[config.mk]
export PLATFORM = sky130hd
export DESIGN_NAME = wb_scheduler
export DESIGN_NICKNAME = d
export VERILOG_FILES = /design/src/rtl/y86_pkg.sv /design/src/rtl/wb_decode.sv /design/src/rtl/wb_scheduler.sv
export SDC_FILE = /design/constraint.sdc
export NUM_CORES = 1
export LEC_CHECK = 0
export CORE_AREA = 2 2 132 134
export CTS_CLUSTER_SIZE = 8
export DETAILED_ROUTE_END_ITERATION = 8
export DIE_AREA = 0 0 134 136
export PLACE_DENSITY_LB_ADDON = 0.12
export SLEW_MARGIN = 15
export SYNTH_ARGS = -nofsm -noshare
export SYNTH_HDL_FRONTEND = slang
export SYNTH_HIERARCHICAL = 1
export SYNTH_SLANG_ARGS = --single-unit
[constraint.sdc]
create_clock -name clk -period 1.8 [get_ports clk]
set_input_delay 0.18 -clock clk [delete_from_list [all_inputs] [get_ports clk]]
set_output_delay 0.18 -clock clk [all_outputs]
set_load 0.01 [all_outputs]
[src/rtl/y86_pkg.sv]
// -----------------------------------------------------------------------------
// y86_pkg
// Shared Y86-64 definitions used by the write-back scheduler and its decoder.
//   - icode constants I_HALT .. I_POPQ
//   - register specifiers R_RSP (stack pointer) and R_NONE (no register)
//   - DEF_REG_W: default register data width
//   - scheduler state and write-data select enumerations
//   - reg_valid(): true when a register specifier names a real register
// -----------------------------------------------------------------------------
package y86_pkg;

  localparam int DEF_REG_W = 64;

  localparam logic [3:0] I_HALT   = 4'h0;
  localparam logic [3:0] I_NOP    = 4'h1;
  localparam logic [3:0] I_CMOVXX = 4'h2;
  localparam logic [3:0] I_IRMOVQ = 4'h3;
  localparam logic [3:0] I_RMMOVQ = 4'h4;
  localparam logic [3:0] I_MRMOVQ = 4'h5;
  localparam logic [3:0] I_OPQ    = 4'h6;
  localparam logic [3:0] I_JXX    = 4'h7;
  localparam logic [3:0] I_CALL   = 4'h8;
  localparam logic [3:0] I_RET    = 4'h9;
  localparam logic [3:0] I_PUSHQ  = 4'hA;
  localparam logic [3:0] I_POPQ   = 4'hB;

  localparam logic [3:0] R_RSP  = 4'h4;
  localparam logic [3:0] R_NONE = 4'hF;

  typedef enum logic {
    ST_IDLE = 1'b0,
    ST_PEND = 1'b1
  } wb_state_e;

  typedef enum logic {
    SEL_VALE = 1'b0,
    SEL_VALM = 1'b1
  } wb_sel_e;

  function automatic logic reg_valid(input logic [3:0] r);
    return (r != R_NONE);
  endfunction

endpackage

[src/rtl/wb_decode.sv]
// -----------------------------------------------------------------------------
// wb_decode
// Combinational write-list decoder for one retiring Y86-64 instruction.
// Produces up to two register writes: the first (we0/addr0, data chosen by
// sel0) and an optional second write (we1/addr1) whose data is always valM.
// Writes addressed to R_NONE are already suppressed here.
// Ports:
//   icode  in  4  instruction code
//   cnd    in  1  condition result (cmovxx only)
//   ra, rb in  4  register specifiers
//   we0    out 1  first write enable
//   addr0  out 4  first write register
//   sel0   out    first write data select (valE / valM)
//   we1    out 1  second write enable (popq only)
//   addr1  out 4  second write register
// -----------------------------------------------------------------------------
module wb_decode
  import y86_pkg::*;
(
  input  logic [3:0] icode,
  input  logic       cnd,
  input  logic [3:0] ra,
  input  logic [3:0] rb,
  output logic       we0,
  output logic [3:0] addr0,
  output wb_sel_e    sel0,
  output logic       we1,
  output logic [3:0] addr1
);

  // Decode the write list from the instruction code.
  always_comb begin
    we0   = 1'b0;
    addr0 = 4'h0;
    sel0  = SEL_VALE;
    we1   = 1'b0;
    addr1 = 4'h0;
    case (icode)
      I_CMOVXX: begin
        addr0 = rb;
        if (cnd) begin
          we0 = reg_valid(rb);
        end else begin
          we0 = 1'b0;
        end
      end
      I_IRMOVQ, I_OPQ: begin
        addr0 = rb;
        we0   = reg_valid(rb);
      end
      I_MRMOVQ: begin
        addr0 = ra;
        sel0  = SEL_VALM;
        we0   = reg_valid(ra);
      end
      I_CALL, I_RET, I_PUSHQ: begin
        addr0 = R_RSP;
        we0   = 1'b1;
      end
      // rsp update goes first so that popq %rsp leaves rsp = valM.
      I_POPQ: begin
        addr0 = R_RSP;
        we0   = 1'b1;
        addr1 = ra;
        we1   = reg_valid(ra);
      end
      default: begin
        we0   = 1'b0;
        addr0 = 4'h0;
        sel0  = SEL_VALE;
        we1   = 1'b0;
        addr1 = 4'h0;
      end
    endcase
  end

endmodule

[src/rtl/wb_scheduler.sv]
// -----------------------------------------------------------------------------
// wb_scheduler
// Sequences Y86-64 write-back traffic onto the register file's single write
// port. Accepts one retiring instruction per handshake and emits one
// registered register write per cycle; popq is split over two cycles
// (rsp <= valE, then rA <= valM).
// Optional feature macro: WB_HOST_PORT_EN adds a debug host write port that
// is served only in idle cycles with no pipeline request.
// Ports:
//   clk, reset          clock / synchronous active-high reset
//   req_valid/req_ready retire handshake (req_ready depends on state only)
//   req_icode, req_cnd, req_rA, req_rB, req_valE, req_valM  instruction data
//   rf_we, rf_waddr, rf_wdata  registered register-file write port
//   retired             accepted-instruction counter (wraps)
//   host_valid/host_ready/host_addr/host_data  debug write port (macro only)
// -----------------------------------------------------------------------------
module wb_scheduler
  import y86_pkg::*;
#(
  parameter int REG_W = DEF_REG_W,
  parameter int CNT_W = 16
) (
  input  logic             clk,
  input  logic             reset,
  input  logic             req_valid,
  output logic             req_ready,
  input  logic [3:0]       req_icode,
  input  logic             req_cnd,
  input  logic [3:0]       req_rA,
  input  logic [3:0]       req_rB,
  input  logic [REG_W-1:0] req_valE,
  input  logic [REG_W-1:0] req_valM,
`ifdef WB_HOST_PORT_EN
  input  logic             host_valid,
  output logic             host_ready,
  input  logic [3:0]       host_addr,
  input  logic [REG_W-1:0] host_data,
`endif
  output logic             rf_we,
  output logic [3:0]       rf_waddr,
  output logic [REG_W-1:0] rf_wdata,
  output logic [CNT_W-1:0] retired
);

  wb_state_e        state_r, state_s;
  logic             rf_we_r, rf_we_s;
  logic [3:0]       rf_waddr_r, rf_waddr_s;
  logic [REG_W-1:0] rf_wdata_r, rf_wdata_s;
  logic [3:0]       pend_addr_r, pend_addr_s;
  logic [REG_W-1:0] pend_data_r, pend_data_s;
  logic [CNT_W-1:0] retired_r, retired_s;

  logic             dec_we0_s;
  logic [3:0]       dec_addr0_s;
  wb_sel_e          dec_sel0_s;
  logic             dec_we1_s;
  logic [3:0]       dec_addr1_s;

  localparam logic [CNT_W-1:0] CNT_ONE = {{(CNT_W-1){1'b0}}, 1'b1};

  wb_decode u_decode (
    .icode (req_icode),
    .cnd   (req_cnd),
    .ra    (req_rA),
    .rb    (req_rB),
    .we0   (dec_we0_s),
    .addr0 (dec_addr0_s),
    .sel0  (dec_sel0_s),
    .we1   (dec_we1_s),
    .addr1 (dec_addr1_s)
  );

  assign req_ready = (state_r == ST_IDLE);

`ifdef WB_HOST_PORT_EN
  // Pipeline has priority: the host is only served when no request is offered.
  assign host_ready = (state_r == ST_IDLE) && !req_valid && !reset;
`endif

  assign rf_we    = rf_we_r;
  assign rf_waddr = rf_waddr_r;
  assign rf_wdata = rf_wdata_r;
  assign retired  = retired_r;

  // Next-state, next write and counter logic.
  always_comb begin
    state_s     = state_r;
    rf_we_s     = 1'b0;
    rf_waddr_s  = rf_waddr_r;
    rf_wdata_s  = rf_wdata_r;
    pend_addr_s = pend_addr_r;
    pend_data_s = pend_data_r;
    retired_s   = retired_r;
    case (state_r)
      ST_IDLE: begin
        if (req_valid) begin
          retired_s = retired_r + CNT_ONE;
          if (dec_we0_s) begin
            rf_we_s    = 1'b1;
            rf_waddr_s = dec_addr0_s;
            if (dec_sel0_s == SEL_VALM) begin
              rf_wdata_s = req_valM;
            end else begin
              rf_wdata_s = req_valE;
            end
          end else begin
            rf_we_s = 1'b0;
          end
          if (dec_we1_s) begin
            pend_addr_s = dec_addr1_s;
            pend_data_s = req_valM;
            state_s     = ST_PEND;
          end else begin
            state_s = ST_IDLE;
          end
        end
`ifdef WB_HOST_PORT_EN
        else if (host_valid) begin
          if (reg_valid(host_addr)) begin
            rf_we_s    = 1'b1;
            rf_waddr_s = host_addr;
            rf_wdata_s = host_data;
          end else begin
            rf_we_s = 1'b0;
          end
        end
`endif
        else begin
          rf_we_s = 1'b0;
        end
      end
      ST_PEND: begin
        rf_we_s    = 1'b1;
        rf_waddr_s = pend_addr_r;
        rf_wdata_s = pend_data_r;
        state_s    = ST_IDLE;
      end
      default: begin
        rf_we_s = 1'b0;
        state_s = ST_IDLE;
      end
    endcase
  end

  // State, output and counter registers; reset drops any pending write.
  always_ff @(posedge clk) begin
    if (reset) begin
      state_r     <= ST_IDLE;
      rf_we_r     <= 1'b0;
      rf_waddr_r  <= 4'h0;
      rf_wdata_r  <= {REG_W{1'b0}};
      pend_addr_r <= 4'h0;
      pend_data_r <= {REG_W{1'b0}};
      retired_r   <= {CNT_W{1'b0}};
    end else begin
      state_r     <= state_s;
      rf_we_r     <= rf_we_s;
      rf_waddr_r  <= rf_waddr_s;
      rf_wdata_r  <= rf_wdata_s;
      pend_addr_r <= pend_addr_s;
      pend_data_r <= pend_data_s;
      retired_r   <= retired_s;
    end
  end

endmodule

**Word-level counts from Yosys, hierarchy flattened**

Cells that the tools add are included.

- Flip-flop bits (word level): 154
- Latch bits: 0
- RAM bits: 0
- Bits in read-only memories: 0
- Input port bits: 144
- Memories kept: 0

- Add/sub/neg operators: 1
- Multipliers: 0
- Divide/modulo/power cells: 0
- $lt $le $gt $ge: 0
- Eq/ne operators: 12
- Shift-type cells: 0
- Multiplexer cells: 19
- Bitwise operators: 1
- Reduce and logical (&&, ||, !) cells: 6

Operators by type and width:

| cell | number |
|---|---|
| $mux 64 | 3 |
| $pmux 64 s2 | 1 |
| $add 16x1->16 const B | 1 |
| $eq 4x4->1 const B | 4 |
| $mux 4 | 3 |
| $pmux 4 s3 | 1 |
| $eq 4x2->1 const B | 2 |
| $eq 4x3->1 const B | 2 |
| $ne 4x4->1 const B | 2 |
| $pmux 4 s2 | 1 |
| $mux 1 | 7 |
| $pmux 1 s2 | 2 |
| $pmux 1 s4 | 1 |
| $reduce_and 2->1 | 2 |
| $reduce_or 4->1 | 1 |
| $reduce_and 3->1 | 1 |
| $reduce_or 3->1 | 1 |
| $ne 2x1->1 const B | 1 |
| $ne 2x2->1 const B | 1 |
| $reduce_or 2->1 | 1 |
| $not 1->1 | 1 |

**Depth between registers and ports, before layout**

Gate-level depths: netlist of run 1.

- Depth in word-level cells: 6
- Gate-level depth with buffers: 9

**By module**

Netlist of run 1, hierarchy kept.

By module, submodules not included:

| module | times used | cells each | area an instance (um^2) |
|---|---|---|---|
| wb_scheduler | 1 | 837 | 6,786.5 |
| wb_decode | 1 | 28 | 178.9 |

**Worst setup path after synthesis of run 1**

Ideal clock, no wire load.

- Path type: input port to flip-flop
- Start point: in req_icode[0]
- End point: reg rf_wdata_r[59] (netlist: rf_wdata[59])
- Setup time: 0.132 ns
- Arrival: 1.779 ns
- Path slack: -0.111 ns
- Cell stages on the path: 8
- Buffers on the path: 2
- Cells stage by stage: or3_1 and4b_1 a221o_1 and2_1 buf_2 buf_1 o211ai_1 a21oi_1

RTL lines:

| item | line | RTL |
|---|---|---|
| from (decl) | wb_scheduler.sv:27 | `input logic [3:0] req_icode,` |
| $eq 4x4->1 (tied with other cells) | wb_decode.sv:38 | `case (icode)` |
| $reduce_or 4->1 (no source line) or $reduce_or 2->1 (tied branches) | n/a |  |
| $pmux 1 s4 * | wb_decode.sv:38 |  |
| named net dec_we0_s | wb_scheduler.sv:53 | `logic dec_we0_s;` |
| $ne 2x1->1 (no source line) * | n/a |  |
| $reduce_and 2->1 (no source line) * | n/a |  |
| to (signal assigned) | wb_scheduler.sv:151 | `rf_wdata_r <= {REG_W{1'b0}};` |
| to (signal assigned) | wb_scheduler.sv:159 | `rf_wdata_r <= rf_wdata_s;` |
| to (decl) | wb_scheduler.sv:48 | `logic [REG_W-1:0] rf_wdata_r, rf_wdata_s;` |

Mark *: on every way through the listed nets, which the timed path passes. The rest lies on a longest branch. The select of a mux whose other input is x is not followed.
A chain may end at the register's enable or synchronous reset.

**Worst setup path after layout of run 1**

- Start point: in req_rB[2]
- End point: reg rf_wdata_r[62] (netlist: rf_wdata[62])

- Word-level cells in the longest chain between the ends: 5

RTL lines:

| item | line | RTL |
|---|---|---|
| from (decl) | wb_scheduler.sv:30 | `input logic [3:0] req_rB,` |
| $ne 4x4->1 * | y86_pkg.sv:41 | `return (r != R_NONE);` |
| $mux 1 | wb_decode.sv:41 | `if (cnd) begin` |
| $pmux 1 s4 * | wb_decode.sv:38 |  |
| named net dec_we0_s | wb_scheduler.sv:53 |  |
| $ne 2x1->1 (no source line) * | n/a |  |
| $reduce_and 2->1 (no source line) * | n/a |  |

Mark *: on every way through the listed nets, which the timed path passes. The rest lies on a longest branch.

==> impl_metrics.py, run 1 <==
metrics = {
    "power": {
        "powerDensity_nw_per_um2": 796,
        "p_leak_nw": 3.69,
        "vdd_drop_max_mv": 0.666,
    },
    "grt": {
        "antenna_found_initial": 0,
        "grt_overflow": 0,
        "grt_pass1_wl_um": 35200,
        "grt_max_degree": 59,
        "grtUsageTotal_pct": 24.4,
        "grt_pass1_vias": 6640,
    },
    "clocking": {
        "htreeDepth": 4,
        "path_clk_slew_ns": 0.06,
        "cts_root_buf": "clkbuf_16",
        "cts_tree": "built",
        "cts.sinks": 154,
        "clock_latency_ns": 0.43,
        "cts_made_buffers": 17,
        "cts_max_path_buffers": 2,
    },
    "logic_synthesis": {
        "yosysTopAreaCell": "dfxtp_1",
        "syn_area_um2": 6970,
        "synth_edf_count": 0,
        "synth_common_cells": "282 x nand2_1, 154 x dfxtp_1, 102 x a21oi_1",
        "ys.flop_type": "dfxtp_1",
        "synth_cells": 865,
        "syn-num-nets": 1010,
        "ys_warn_count": 6,
        "ys_ff_latch": 154,
        "synth_top_cell_area_share_pct": 44.3,
        "ys_seq_area_share_pct": 44.3,
        "async_flop_share_pct": 0,
        "ys_types": 41,
        "synth_most_common_cell": "nand2_1",
        "synth_area_per_cell_um2": 8.05,
        "yosys-top-cells-area": "dfxtp_1 44%, nand2_1 15%, mux2i_1 9.3%, a21oi_1 7.3%, o221ai_1 4.8%",
    },
    "die": {
        "core_area_um2": 16900,
        "fp.dieH_um": 136,
        "row_count": 48,
        "die_area_um2": 18200,
        "io_pins": 230,
        "die_w_um": 134,
        "start_util_pct": 41.3,
    },
    "worst_setup_path": {
        "r2r_end": "retired[15]",
        "cp_data_arrival_time_ns": 2.11,
        "crit_chain": "clkdlybuf4s50_1 > nand4_1 > a221o_1 > buf_6 > nand2_4 > buf_6 > buf_6 > nand2_1 > o221ai_2 > nor2b_4",
        "cp.required_ns": 2.17,
        "critPathKind": "input pin to flop",
        "r2r-start": "retired[3]",
        "rr_worst_depth": 4,
        "crit_path_max_incr_delay_ns": 0.49,
        "critPathSlowestCell": "clkdlybuf4s50_1",
        "cp_max_fo": 5,
        "regToRegSetupSlack_ns": 0.14,
        "critPathTopFamily": "buffers and inverters",
        "crit_path_start_kind": "input pin",
        "endpoint_kind": "flop",
        "cp.buffers_inverters": 4,
        "cp_common_cell": "buf_6",
    },
    "route": {
        "drtIter0Drc": 411,
        "wire_per_inst_um": 16.3,
        "ant_nets": 0,
        "vias": 6929,
        "drc": 0,
        "dr.pass1.iters": 5,
        "avgViaCountPerCell": 5.16,
        "routed_wirelength_um": 21900,
    },
    "layout": {
        "syn_to_final_growth_pct": 54.2,
        "nets": 1251,
        "drive_above_1_share_pct": 12.1,
        "antenna_cells": 0,
        "stdcell_count": 1344,
    },
    "timing": {
        "fin_worst_skew_ns": 0.00985,
        "worst_pin_slew_ns": 0.664,
        "slew_headroom_pct": 55.7,
        "fmax_mhz": 574,
        "hold_violations": 0,
        "rsz0062_at_grt": "no",
        "finalCritPeriodShare_pct": 96.8,
        "finalCriticalPeriod_ns": 1.74,
        "slew_violations": 0,
        "finalSetupViolations": 0,
        "hold_ws_ns": 0.223,
    },
    "hold_path": {
        "min-delay-path-class": "input pin to flop",
        "hp-start": "reset",
        "worstHoldPathCells": 2,
        "min_to": "retired[8]",
    },
    "run_status": {
        "outcome": "completed",
    },
    "placement": {
        "hpwl_um": 14400,
        "port_buffers": 229,
        "gp_congestion": 0.816,
        "placedCellCount": 1301,
    },
    "flow_run": {
        "max-cap-violations": 0,
    },
}
## worst max-delay path by stage
| stage | from | to | slack, ns | cells after the start |
|---|---|---|---|---|
| 5_1_grt | req_rA[1] | rf_wdata[29] | 0.002 | 10 |
| 2_1_floorplan | req_icode[0] | rf_wdata[46] | -0.08 | 8 |
| 6_report | req_rB[2] | rf_wdata[62] | 0.06 | 10 |
| 4_1_cts | req_cnd | rf_wdata[17] | 0.01 | 11 |
| 3_3_place_gp | req_icode[0] | rf_wdata[36] | -0.58 | 8 |
| 3_5_place_dp | req_icode[0] | rf_wdata[37] | -0.60 | 8 |
## per-layer routing
| metal | routed length [um] | GRT usage [%] |
|---|---|---|
| met1 | 9460 | 30.8 |
| met2 | 10400 | 40.5 |
| met3 | 1740 | 7.57 |
| met4 | 297 | 6.68 |
| met5 | 0 | 0 |
## layout by cell type (no fill, tap or decap), types with 5 or more instances in the layout
master,instances
a21oi_1,102
and2_1,5
buf_12,14
buf_16,5
buf_4,37
buf_6,6
clkbuf_16,17
clkdlybuf4s50_1,223
dfxtp_1,153
mux2i_1,65
nand2_1,267
nand2_2,13
nand3_1,10
nand4_1,5
nor2_1,18
nor2b_1,34
nor2b_2,6
o211ai_1,26
o221ai_1,30
o221ai_2,8
xor2_1,7
## state kept, by name, indices dropped and copies added, names as in the netlist
register and cells:
rf_we 1, rf_wdata 64, state_r 1, pend_data_r 64, rf_waddr 4, retired 16
pend_addr_r 4
## per-stage QoR
step / setup slack [ns] / TNS (ns) / area (um^2) / total power (W) / util, %
2_1_floorplan: -0.0821 / -3.95 / 6990 / 0.00416 / -
3_3_place_gp: -0.583 / -57.93 / 9800 / 0.00490 / 58.1
3_5_place_dp: -0.595 / -59.17 / 9800 / 0.00490 / 58.1
4_1_cts: 0.0116 / 0 / 10700 / 0.00861 / 63.4
5_1_grt: 0.00172 / 0 / 10700 / 0.00887 / 63.6
6_report: 0.0579 / 0 / 10700 / 0.00855 / 63.6
## layout make-up
class,instances,area (um^2)
clock buffer,23,478
multi-input combinational,639,3710
clock inverter,9,113
tap,225,282
inverter,2,7.51
fill,1442,6130
sequential,154,3090
timing repair buffer,292,3070
## power by group
group / switching [W] / leakage (nW) / internal, W / total (W)
Sequential: 0.0000687 / 1.25 / 0.00353 / 0.00360
Clock: 0.00143 / 0.288 / 0.00216 / 0.00359
Combinational: 0.000557 / 2.15 / 0.000812 / 0.00137
## kinds of logic (layout without fill, tap and decap cells)
family          count (synthesis)  in the layout  share of synthesized area [%]
compound gates                176            176                           16.0
xor+xnor                       10             10                           1.26
fa+ha+maj                       1              1                          0.180
buf+inv                        72            326                           4.53
flops                         154            154                           44.3
mux                            66             66                           9.50
simple gates                  386            386                           24.3
## timing repair
action / CTS / global route
setup buffers: 7 / 0
pin swaps: 5 / 5
cloned: 6 / 0
gates resized for setup: 40 / 21
endpoints found under the setup margin: 68 / 57
hold buffers: 0 / 0
Power figures use the tool's default switching activity.
==> inputs of run 2 (changes only) <==
CTS_BUF_LIST = sky130_fd_sc_hd__clkbuf_16   (was not set)
==> run 2 against run 1 <==
Power shrank 1.0%. Core utilization increased by 0.66 points. Critical path depth down 1. Via count up 0.98%. Hold slack got worse by 0.0039 ns. Clock skew is 0.0061 ns higher. Die area unchanged. Cell area rose by 1.0%. Combinational power up 4%. Register-to-register slack about the same. Clock-buffer cell count fell by 6.
==> impl_metrics.py, run 2 (synthesis gave the netlist of run 1 again) <==
metrics = {
    "route": {
        "routed_wirelength_um": 22600,
        "drc": 0,
        "wl_met1_um": 9870,
        "wire_per_inst_um": 16.7,
        "dr.pass1.iters": 5,
        "highest_layer": "met4",
        "avgViaCountPerCell": 5.19,
        "vias": 6997,
        "drtIter0Drc": 434,
        "wl_met3_um": 1580,
        "wl_met2_um": 10800,
        "ant_nets": 0,
    },
    "layout": {
        "final_area_um2": 10900,
        "final_cell_mix": "266 x nand2_1, 219 x clkdlybuf4s50_1, 153 x dfxtp_1",
        "stdcell_count": 1348,
        "n_fill_cell": 1440,
        "syn_to_final_growth_pct": 55.8,
        "mostFrequentLayoutCell": "nand2_1",
        "drive_above_1_share_pct": 12.5,
        "nets": 1255,
        "antenna_cells": 0,
    },
    "power": {
        "powerDensity_nw_per_um2": 780,
        "p_sw_share_pct": 24.6,
        "p_leak_nw": 3.77,
        "power_frac_comb_pct": 16.8,
        "vdd_drop_max_mv": 0.664,
        "p_clk_share_pct": 40.7,
        "share_seq_of_total_power_pct": 42.5,
        "power_switching_w": 0.00208,
        "p_int_w": 0.00638,
    },
    "worst_setup_path": {
        "critical_path_depth": 9,
        "endpoint_kind": "flop",
        "critPathTopFamily": "simple AND/OR/NAND/NOR gates",
        "crit_path_start_kind": "input pin",
        "critPathSlowestCell": "a221o_1",
        "critPathKind": "input pin to flop",
        "cp_common_cell": "buf_6",
        "rr_worst_depth": 4,
        "r2r_end": "retired[15]",
        "crit_path_max_incr_delay_ns": 0.41,
        "cp_data_arrival_time_ns": 2.05,
        "cp_max_fo": 6,
        "r2r-start": "retired[3]",
        "regToRegSetupSlack_ns": 0.14,
        "cp.buffers_inverters": 3,
        "cp.required_ns": 2.08,
        "crit_chain": "buf_6 > or3_1 > and4b_1 > a221o_1 > buf_6 > and2_4 > buf_12 > o211ai_1 > a21oi_1",
    },
    "hold_path": {
        "min-delay-path-class": "input pin to flop",
        "worstHoldPathCells": 4,
        "min_to": "pend_addr_r[1]",
        "hp-start": "req_rA[1]",
    },
    "clocking": {
        "cts_max_path_buffers": 2,
        "cts.sinks": 154,
        "htreeDepth": 4,
        "cts_tree": "built",
        "cts_made_buffers": 17,
        "path_clk_slew_ns": 0.06,
        "hold_buffers": 0,
        "clock_latency_ns": 0.43,
        "cts_root_buf": "clkbuf_16",
    },
    "placement": {
        "placed_area_um2": 9800,
        "placedCellCount": 1301,
        "hpwl_um": 14400,
        "port_buffers": 229,
        "gp_congestion": 0.816,
    },
    "timing": {
        "slew_headroom_pct": 55.7,
        "finalSetupViolations": 0,
        "slew_violations": 0,
        "finalSetupTns_ns": 0,
        "worst_pin_slew_ns": 0.665,
        "hold_ws_ns": 0.219,
        "finalCriticalPeriod_ns": 1.76,
        "finalCritPeriodShare_pct": 98.0,
        "fin_worst_skew_ns": 0.0160,
        "fmax_mhz": 567,
        "hold_violations": 0,
        "rsz0062_at_grt": "yes",
    },
    "die": {
        "die_area_um2": 18200,
        "fp.dieH_um": 136,
        "io_pins": 230,
        "die_w_um": 134,
        "row_count": 48,
        "core_area_um2": 16900,
        "start_util_pct": 41.3,
    },
    "grt": {
        "grt_pass1_vias": 6667,
        "grt_overflow": 0,
        "grtUsageTotal_pct": 25.0,
        "grt_max_degree": 59,
        "antenna_found_initial": 0,
        "grt_pass1_wl_um": 35700,
    },
    "flow_run": {
        "max-cap-violations": 0,
    },
    "run_status": {
        "outcome": "completed",
    },
}
==> run 2: cell type report <==
class                   instances  area (um^2)  share of cell area [%]
inverters                       2         7.51                  0.0692
multi-input cells             639         3730                    34.4
clock buffers                  17          425                    3.92
flip-flops and latches        154         3090                    28.4
clock inverters                15          135                    1.25
well taps                     225          282                    2.59
repair buffers                296         3190                    29.4
==> run 2: power by group through the flow <==
stage	sequential, W	clock (W)	combinational (W)
finish	0.00360	0.00345	0.00142
global route	0.00361	0.00365	0.00152
CTS	0.00359	0.00350	0.00141
detailed placement	0.00367	0	0.00124
global placement	0.00367	0	0.00123
floorplan	0.00371	0	0.000447
==> run 2: worst reg2reg max path: stages (launching register included) <==
cell and delay, ns:
dfxtp_1 0.48, nand4_2 0.19, or2_1 0.30, nor3_1 0.23, mux2_2 0.35
==> run 2: timing repair <==
action	4_1_cts	5_1_grt
endpoints found under the setup margin	68	84
gates resized for setup	43	36
pin swaps	14	8
buffers inserted	9	0
gates cloned	10	0
==> run 2: worst max-delay path by stage <==
stage / start / endpoint / slack (ns)
CTS: req_icode[0] / rf_wdata[36] / -0.02
global placement: req_icode[0] / rf_wdata[36] / -0.58
floorplan: req_icode[0] / rf_wdata[46] / -0.08
detailed placement: req_icode[0] / rf_wdata[37] / -0.60
global route: req_cnd / rf_wdata[20] / -0.005
finish: req_cnd / rf_wdata[36] / 0.04
==> run 2: per-stage QoR <==
step | setup slack (ns) | total power [W] | utilization (%)
after floorplan | -0.0821 | 0.00416 | -
after global placement | -0.583 | 0.00490 | 58.1
after detailed placement | -0.595 | 0.00490 | 58.1
after CTS | -0.0203 | 0.00850 | 63.6
after global routing | -0.00484 | 0.00879 | 64.3
final | 0.0352 | 0.00847 | 64.3
==> run 2: routing by layer <==
layer,up-vias,global-route usage [%]
met1,3272,31.9
met2,231,40.9
met3,23,7.16
met5,-,0
li1,3471,-
met4,0,7.74
